[src/rtl/proximity_pkg.sv]
// Shared types for the proximity guard: the per-channel qualification state,
// the motion-command encoding, and the distance sample width.
package proximity_pkg;

  localparam int MM_W = 12;

  typedef enum logic [1:0] {
    CLEAR     = 2'd0,
    ARMING    = 2'd1,
    BLOCKED   = 2'd2,
    RELEASING = 2'd3
  } prox_state_t;

  typedef enum logic [1:0] {
    DIR_IDLE = 2'd0,
    DIR_FWD  = 2'd1,
    DIR_REV  = 2'd2,
    DIR_RSVD = 2'd3
  } dir_t;

endpackage

[src/rtl/proximity_channel.sv]
// One sonar direction. Qualifies raw distance samples with a confirm count and
// near/far hysteresis, and runs a staleness watchdog that forces stop when no
// usable sample has arrived recently.
//   clk, rst : clock, synchronous active-high reset
//   valid    : 1-cycle pulse, mm carries a sample
//   mm       : distance in mm; 0 means "no echo" and is ignored
//   stop     : registered; obstacle confirmed (BLOCKED/RELEASING) or channel stale
//   stale    : registered; no accepted sample within STALE_CYC cycles
module proximity_channel
  import proximity_pkg::*;
#(
  parameter int NEAR_MM   = 1000,
  parameter int FAR_MM    = 1200,
  parameter int CONFIRM_N = 3,
  parameter int STALE_CYC = 10_000_000
) (
  input  logic            clk,
  input  logic            rst,
  input  logic            valid,
  input  logic [MM_W-1:0] mm,
  output logic            stop,
  output logic            stale
);

  localparam int CNT_W = $clog2(CONFIRM_N + 1);
  localparam int TMR_W = $clog2(STALE_CYC + 1);

  localparam logic [MM_W-1:0]  NEAR_L  = MM_W'(NEAR_MM);
  localparam logic [MM_W-1:0]  FAR_L   = MM_W'(FAR_MM);
  localparam logic [CNT_W-1:0] CNT_ONE = CNT_W'(1);
  localparam logic [CNT_W-1:0] CNT_TOP = CNT_W'(CONFIRM_N);
  localparam logic [TMR_W-1:0] TMR_ONE = TMR_W'(1);
  localparam logic [TMR_W-1:0] TMR_TOP = TMR_W'(STALE_CYC);

  prox_state_t      state_q, state_d;
  logic [CNT_W-1:0] cnt_q, cnt_d;
  logic [TMR_W-1:0] tmr_q, tmr_d;
  logic             stale_q, stale_d;
  logic             stop_q, stop_d;

  logic accepted;
  logic is_near;
  logic is_far;

  always_comb begin
    // A zero distance is a missed echo: it neither moves the FSM nor feeds the watchdog.
    accepted = valid && (mm != '0);
    is_near  = (mm < NEAR_L);
    is_far   = (mm >= FAR_L);

    state_d = state_q;
    cnt_d   = cnt_q;

    if (accepted) begin
      case (state_q)
        CLEAR: begin
          if (is_near) begin
            if (CONFIRM_N == 1) begin
              state_d = BLOCKED;
              cnt_d   = '0;
            end else begin
              state_d = ARMING;
              cnt_d   = CNT_ONE;
            end
          end
        end
        ARMING: begin
          if (is_near) begin
            // cnt never exceeds CONFIRM_N-1 here, so the increment cannot wrap.
            if ((cnt_q + CNT_ONE) == CNT_TOP) begin
              state_d = BLOCKED;
              cnt_d   = '0;
            end else begin
              cnt_d = cnt_q + CNT_ONE;
            end
          end else if (is_far) begin
            state_d = CLEAR;
            cnt_d   = '0;
          end
        end
        BLOCKED: begin
          if (is_far) begin
            if (CONFIRM_N == 1) begin
              state_d = CLEAR;
              cnt_d   = '0;
            end else begin
              state_d = RELEASING;
              cnt_d   = CNT_ONE;
            end
          end
        end
        RELEASING: begin
          if (is_far) begin
            if ((cnt_q + CNT_ONE) == CNT_TOP) begin
              state_d = CLEAR;
              cnt_d   = '0;
            end else begin
              cnt_d = cnt_q + CNT_ONE;
            end
          end else if (is_near) begin
            state_d = BLOCKED;
            cnt_d   = '0;
          end
        end
        default: begin
          state_d = CLEAR;
          cnt_d   = '0;
        end
      endcase
    end

    // Watchdog: saturating idle counter. An accepted sample always beats expiry.
    if (accepted) begin
      tmr_d = '0;
    end else if (tmr_q == TMR_TOP) begin
      tmr_d = tmr_q;
    end else begin
      tmr_d = tmr_q + TMR_ONE;
    end

    // stale is sticky until a sample arrives, so the post-reset stale state holds
    // even though the timer restarts from zero.
    stale_d = accepted ? 1'b0 : (stale_q || (tmr_q == TMR_TOP));

    stop_d = (state_d == BLOCKED) || (state_d == RELEASING) || stale_d;
  end

  always_ff @(posedge clk) begin
    if (rst) begin
      state_q <= CLEAR;
      cnt_q   <= '0;
      tmr_q   <= '0;
      stale_q <= 1'b1;
      stop_q  <= 1'b1;
    end else begin
      state_q <= state_d;
      cnt_q   <= cnt_d;
      tmr_q   <= tmr_d;
      stale_q <= stale_d;
      stop_q  <= stop_d;
    end
  end

  assign stop  = stop_q;
  assign stale = stale_q;

endmodule

[src/rtl/proximity_guard.sv]
// Proximity guard: qualifies front and back sonar samples independently and
// grants a registered motion permit for the requested direction. Fail-safe:
// missing or old sensor data forces stop on that side.
//   clk, rst              : clock, synchronous active-high reset
//   front_valid/front_mm  : front sample pulse and distance (mm)
//   back_valid/back_mm    : back sample pulse and distance (mm)
//   cmd_dir               : 00 idle, 01 forward, 10 reverse, 11 reserved
//   stop_front/stop_back  : obstacle confirmed or channel stale
//   stale_front/stale_back: no accepted sample within STALE_MS
//   motion_ok             : requested direction currently permitted
module proximity_guard
  import proximity_pkg::*;
#(
  parameter int CLK_HZ    = 50_000_000,
  parameter int NEAR_MM   = 1000,
  parameter int FAR_MM    = 1200,
  parameter int CONFIRM_N = 3,
  parameter int STALE_MS  = 200
) (
  input  logic            clk,
  input  logic            rst,
  input  logic            front_valid,
  input  logic [MM_W-1:0] front_mm,
  input  logic            back_valid,
  input  logic [MM_W-1:0] back_mm,
  input  logic [1:0]      cmd_dir,
  output logic            stop_front,
  output logic            stop_back,
  output logic            stale_front,
  output logic            stale_back,
  output logic            motion_ok
);

  localparam int STALE_CYC = CLK_HZ / 1000 * STALE_MS;

  logic motion_ok_q, motion_ok_d;

  proximity_channel #(
    .NEAR_MM  (NEAR_MM),
    .FAR_MM   (FAR_MM),
    .CONFIRM_N(CONFIRM_N),
    .STALE_CYC(STALE_CYC)
  ) u_front (
    .clk  (clk),
    .rst  (rst),
    .valid(front_valid),
    .mm   (front_mm),
    .stop (stop_front),
    .stale(stale_front)
  );

  proximity_channel #(
    .NEAR_MM  (NEAR_MM),
    .FAR_MM   (FAR_MM),
    .CONFIRM_N(CONFIRM_N),
    .STALE_CYC(STALE_CYC)
  ) u_back (
    .clk  (clk),
    .rst  (rst),
    .valid(back_valid),
    .mm   (back_mm),
    .stop (stop_back),
    .stale(stale_back)
  );

  // Permit is built from the already-registered stop flags, adding one more
  // cycle of latency from a sample to motion_ok.
  always_comb begin
    motion_ok_d = 1'b0;
    case (dir_t'(cmd_dir))
      DIR_IDLE: motion_ok_d = 1'b1;
      DIR_FWD:  motion_ok_d = !stop_front;
      DIR_REV:  motion_ok_d = !stop_back;
      default:  motion_ok_d = 1'b0;
    endcase
  end

  always_ff @(posedge clk) begin
    if (rst) begin
      motion_ok_q <= 1'b0;
    end else begin
      motion_ok_q <= motion_ok_d;
    end
  end

  assign motion_ok = motion_ok_q;

endmodule

[config.mk]
export PLATFORM = sky130hd
export DESIGN_NAME = proximity_guard
export DESIGN_NICKNAME = d
export VERILOG_FILES = /design/src/rtl/proximity_pkg.sv /design/src/rtl/proximity_channel.sv /design/src/rtl/proximity_guard.sv
export SDC_FILE = /design/constraint.sdc
export NUM_CORES = 1
export LEC_CHECK = 0
export BUFFER_PORTS_ARGS = -buffer_cell sky130_fd_sc_hd__buf_2
export CORE_MARGIN = 3
export CORE_UTILIZATION = 55
export DETAILED_ROUTE_END_ITERATION = 16
export PLACE_DENSITY = 0.87
export SYNTH_ARGS = -nofsm -noshare
export SYNTH_HDL_FRONTEND = slang
export SYNTH_SLANG_ARGS = --single-unit
[constraint.sdc]
create_clock -name clk -period 4 [get_ports clk]
set_input_delay 0.4 -clock clk [delete_from_list [all_inputs] [get_ports clk]]
set_output_delay 0.4 -clock clk [all_outputs]
set_load 0.1 [all_outputs]
==> metrics.txt, run 1 <==
CP Max Fanout=24; dpl cells=452; clock sink count=61; main combinational cell family by area after synthesis=simple AND/OR/NAND/NOR gates; final setup TNS=0 ns; Simple-Gate Fraction of Synth Area=0.329; prevailing post-synth register cell=dfxtp_1; share of cells above drive strength 1=0.158; data required time at the worst endpoint=4.26 ns; fin area=3460 um2; Finished Layout Cells=468; Max Clock Skew=0.0102 ns; fin crit period=2.00 ns; Final Max Slew Viols=0; most frequent cells in the layout=nor2_1 (61), dfxtp_1 (61), buf_2 (34); DRC errors left=0; worst setup path startpoint=back_mm[9]; Hold Fails Final Rpt=0; dpl hpwl=4.70 mm; global-route wire length before repair=11.2 mm; Final setup viols=0; vias in the first global route=2557; WL final=6.55 mm; Post-Synthesis Cells=357; EDFF count, synth=0; Filler cells=423; placed inst area=3260 um2; chip height=80.4 um; total grt overflow=0; Worst-path clk slew=0.08 ns; Worst EP arrival=2.26 ns; sequential cell area=1220 um2; clk_lat worst skew=0.34 ns; H-tree Lvls=3; ant diodes=0; CTS tree=built; die width=80.4 um; die area=6460 um2; VDD IR max=0.264 mV; Synth Register Bits=61; RD Place Congestion=0.855; total power=1.27 mW; post-CTS setup buffer count=0; synth warn=0; I/O Buffers=34; Netlist cell types=51; Top-Level Pins=35; Worst Hold Class=input port to flip-flop; mux cell area share after synthesis=0.00987; syn avg cell area=8.52 um2; fin crit share=0.500; largest net degree at the start of global routing=25; GR Util All Layers=0.217; num rows=26; post-synthesis xor/xnor area fraction=0.112; post-route ant nets=0; critical path class=input port to flip-flop; worst rel slew slack=0.482; compound-gate portion of the synthesized area=0.102; Max Clk Rate=500 MHz; CP endpoint kind=flip-flop; RSZ-0062 raised after global routing=no; top post-synthesis cells by area=dfxtp_1 (40%), nor2_1 (7.5%), xnor2_1 (6.0%); synthesis-to-layout area growth=13.8%; Max-Cap Viols=0; critical path startpoint category=input port; # nets final=427; WL/cell=14.0 um; status=finished clean; leakage=1.17 nW; multi-input logic area=1730 um2; vias post-DR=2706; Core Area=5240 um2; CTS buffer count=9; vias per cell=5.78; pwr/cell area=366 nW/um2; DRT Pass-1 Iters=6; worst r2r src=u_back.tmr_q[2]$_SDFFE_PP0N_; post-cts sizing count=0; CTS Buffer Depth=2; Seq/Total Area, Yosys=0.401; Hold Buf Count CTS=0; Synth Area in Adders=0.0165; Post-Syn Area=3040 um2; initial antenna violation count=0; 1st-iter DRT viols=124; Async SR Flop Fraction=0; cell taking the most area after synthesis=dfxtp_1; hold_ws=0.340 ns; total nets after synthesis=391; CTS root buffer=clkbuf_8; Synth top area share=0.401; Hold Crit Start=cmd_dir[0]; Worst-Margin Slew=0.775 ns; initial cell density of the core=0.581
==> metal layers <==
layer,global-route usage,up-vias,part of all wire
li1,-,1340,-
met1,0.244,1277,0.43
met2,0.387,71,0.51
met3,0.0493,18,0.044
met4,0.0980,0,0.023
met5,0,-,0
==> worst max-delay path, stage by stage <==
cell     delay (ns)
buf_2          0.12
or4_1          0.58
o31ai_4        0.34
nand2_1        0.53
a21oi_1        0.28
==> cell usage after synthesis (4+ instances only) <==
master    number
a21oi_1       13
and4_1         4
inv_1         13
dfxtp_1       61
and3_1         5
o21ai_0       12
nand2_1       26
nand4_1       15
nor3_1         8
ha_1           4
nor2_1        61
or4_1          6
nor4_1         6
nand3_1       19
xnor2_1       21
xor2_1        18
buf_2          4
or3_1          8
clkbuf_1       5
==> worst paths after layout <==
kind / end / slack (ns) / cells after the start
worst min-delay path: motion_ok$_SDFF_PP0_ / 0.34 / 4
worst max register to register: u_back.tmr_q[23]$_SDFFE_PP0N_ / 2.02 / 5
worst min register to register: u_back.tmr_q[13]$_SDFFE_PP0N_ / 0.51 / 2
worst max-delay path: u_back.tmr_q[15]$_SDFFE_PP0N_ / 2.00 / 5
==> kinds of logic (layout without fill, tap and decap cells) <==
logic type      Yosys count  count (layout)
fa+ha+maj                 4               4
flops                    61              61
buf+inv                  22              63
simple gates            183             183
mux                       3               3
xor+xnor                 39              39
compound gates           45              45
==> report_power, final <==
group	internal, mW	leakage, nW	switching (mW)
combinational	0.0291	0.585	0.0650
sequential	0.615	0.494	0.00582
clock	0.302	0.0943	0.250
==> sequential cells by signal, indices dropped and copies added, names as in the netlist <==
name             cells
u_back.tmr_q        24
u_front.tmr_q       24
u_back.cnt_q         2
u_back.state_q       2
u_front.cnt_q        2
u_front.state_q      2
motion_ok            1
u_back.stale         1
u_back.stop          1
u_front.stale        1
u_front.stop         1
==> per-stage QoR <==
| step | setup slack [ns] | utilization |
|---|---|---|
| 2_1_floorplan | 2.16 | - |
| 3_3_place_gp | 1.71 | 0.623 |
| 3_5_place_dp | 1.65 | 0.623 |
| 4_1_cts | 2.01 | 0.661 |
| 5_1_grt | 1.83 | 0.661 |
| 6_report | 2.00 | 0.661 |
==> cell type report <==
class,count,area share
timing repair buffer,34,0.0492
clock buffer,10,0.0398
tap,70,0.0253
inverter,13,0.0141
multi-input combinational,274,0.501
sequential,61,0.353
clock inverter,6,0.0181
(Power assumes the default switching activity.)
==> run 2, diff against run 1 <==
Settings changed: ABC_AREA set to 1, CORE_UTILIZATION 55 to 54, PLACE_DENSITY 0.87 to 0.88.
Clock period 4 ns to 1.82 ns, I/O delays scaled along.
==> metrics.txt, run 2 <==
# nets final=645 (+51%); dpl hpwl=6.37 mm (+35%); most frequent cells in the layout=nand2_1 (129), nor2_1 (87), inv_1 (81); WL final=8.35 mm (+28%); Worst Hold Class=input port to flip-flop; Finished Layout Cells=693 (+48%); most frequent cell after synthesis=nand2_1; share of cells above drive strength 1=0.136 (-0.0219); Largest stage delay, worst path=0.42 ns (-0.16 ns); synth cell count leaders=nand2_1 (129), nor2_1 (87), inv_1 (81), dfxtp_1 (61), nand3_1 (44); fin crit share=0.891; 1st-iter DRT viols=198 (+60%); chip height=87.5 um (+8.9%); pwr/cell area=674 nW/um2 (+84%); Post-Syn Area=3590 um2 (+18%); vias in the first global route=3393 (+33%); top flop regs=u_back.tmr_q (24), u_front.tmr_q (24); hold_ws=0.0953 ns (-0.244 ns); Top-Level Pins=35 (unchanged); global-route wire length before repair=14.4 mm (+29%); EDFF count, synth=0 (unchanged); post-route ant nets=0 (unchanged); Max-Cap Viols=0 (unchanged); die area=7660 um2 (+19%); clock sink count=61 (unchanged); ant diodes=0 (unchanged); clk_lat worst skew=0.35 ns (about the same); initial antenna violation count=0 (unchanged); status=finished clean; largest net degree at the start of global routing=14 (-44%); VDD IR max=0.714 mV (+170%); critical path startpoint category=flip-flop; CTS tree=built; fin crit period=1.62 ns; RSZ-0062 raised after global routing=no; Worst EP arrival=1.86 ns (-0.40 ns); GR Util All Layers=0.234 (+0.0170); CP most frequent cell=nand2_1; Final setup viols=0 (unchanged); Worst-Margin Slew=0.495 ns (-0.281 ns); most common cell after layout, fill and taps aside=nand2_1; synth warn=0 (unchanged); leakage=1.60 nW (+37%); Async SR Flop Fraction=0 (unchanged); Max Clock Skew=0.0128 ns (+0.00262 ns); CTS buffer count=9 (unchanged); critical path's slowest cell=dfxtp_1; die width=87.5 um (+8.9%); Core Area=6390 um2 (+22%); total nets after synthesis=601 (+54%); synthesis-to-layout area growth=12.3%; num rows=29 (+12%); initial cell density of the core=0.562 (-0.0188); CTS root buffer=clkbuf_8; worst rel slew slack=0.672 (+0.191); PnR worst setup slack=0.199 ns (-1.80 ns); vias per cell=5.37 (-7.1%); H-tree Lvls=3 (unchanged); data required time at the worst endpoint=2.06 ns (-2.20 ns); top post-synthesis cells by area=dfxtp_1 (34%), nand2_1 (13%), nor2_1 (9.1%); Hold Fails Final Rpt=0 (unchanged); DRC errors left=0 (unchanged); Worst-path clk slew=0.07 ns (about the same); Max Clk Rate=617 MHz; Synth top area share=0.340 (-0.0612); DRT Pass-1 Iters=5 (-1); final setup TNS=0 ns (unchanged); CP Max Fanout=6 (-75%); Place WS=0.219 ns (-1.43 ns); Final Max Slew Viols=0 (unchanged); vias post-DR=3723 (+38%); Netlist cell types=31 (-39%); RD Place Congestion=0.948 (+11%); post-CTS setup buffer count=0 (unchanged); CTS Buffer Depth=2 (unchanged); syn avg cell area=6.33 um2 (-26%); crit-path cells=ha_1 > nand2_1 > inv_2 > nand2_4 > nor2_4 > nand2_2 > nor2_2 > nand2_1 > xor2_1 > nor2_1; critical path class=flip-flop to flip-flop; CP endpoint kind=flip-flop; total grt overflow=0 (unchanged); WL/cell=12.1 um (-14%); Post-Synthesis Cells=567 (+59%); dpl cells=676 (+50%); I/O Buffers=34 (unchanged); Seq/Total Area, Yosys=0.340 (-0.0612); Synth Register Bits=61 (unchanged); prevailing post-synth register cell=dfxtp_1; cell taking the most area after synthesis=dfxtp_1
-- run 2: layout make-up --
type / instances / area (um2)
Inverter: 89 / 334
Tap cell: 77 / 96.3
Fill cell: 543 / 2350
Timing Repair Buffer: 37 / 195
Multi-Input combinational cell: 413 / 2010
Sequential cell: 61 / 1220
Clock buffer: 9 / 124
Clock inverter: 7 / 52.6
-- run 2: cell families (layout without fill, tap and decap cells) --
family          count (synthesis)  after routing  synth area share
xor+xnor                        6              6            0.0146
flops                          61             61             0.340
compound gates                 72             72             0.108
buf+inv                        93            142             0.100
fa+ha+maj                       4              4            0.0139
simple gates                  331            331             0.423
-- run 2: timing repair --
item	4_1_cts	5_1_grt
hold buffers	1	0
resized for setup	0	1
setup endpoints to repair	0	1
hold endpoints to repair	1	0
-- run 2: final timing paths --
check	startpoint	to	slack, ns	cells after the start
setup reg to reg	u_front.tmr_q[0]$_SDFFE_PP0N_	u_front.tmr_q[18]$_SDFFE_PP0N_	0.20	10
hold / removal	cmd_dir[0]	motion_ok$_SDFF_PP0_	0.1	3
setup / recovery	u_front.tmr_q[0]$_SDFFE_PP0N_	u_front.tmr_q[18]$_SDFFE_PP0N_	0.20	10
hold reg to reg	u_back.stop$_SDFF_PP1_	motion_ok$_SDFF_PP0_	0.43	1
-- run 2: through the flow --
step                power, mW  utilization  cell area [um2]
floorplan                1.60            -             3590
global placement         1.68        0.602             3840
detailed placement       1.69        0.602             3840
CTS                      2.74        0.631             4030
global route             2.84        0.631             4030
finish                   2.72        0.631             4030
-- run 2: power breakdown --
part	switching [mW]	total (mW)	internal [mW]
sequential	0.0176	1.37	1.36
combinational	0.203	0.286	0.0838
clock	0.565	1.06	0.493
-- run 2: critical path, delay by kind of cell, from the launching register on --
family	cells	cell delay, ns
simple gates	7	0.68
buf+inv	1	0.10
xor+xnor	1	0.13
fa+ha+maj	1	0.20
flops	1	0.42
-- run 2: per-layer routing --
layer / global-route usage / part of all wire / vias to the layer above
met5: 0 / 0 / -
met4: 0.107 / 0.022 / 0
met3: 0.0539 / 0.059 / 19
met2: 0.403 / 0.49 / 133
met1: 0.276 / 0.43 / 1653
li1: - / - / 1918
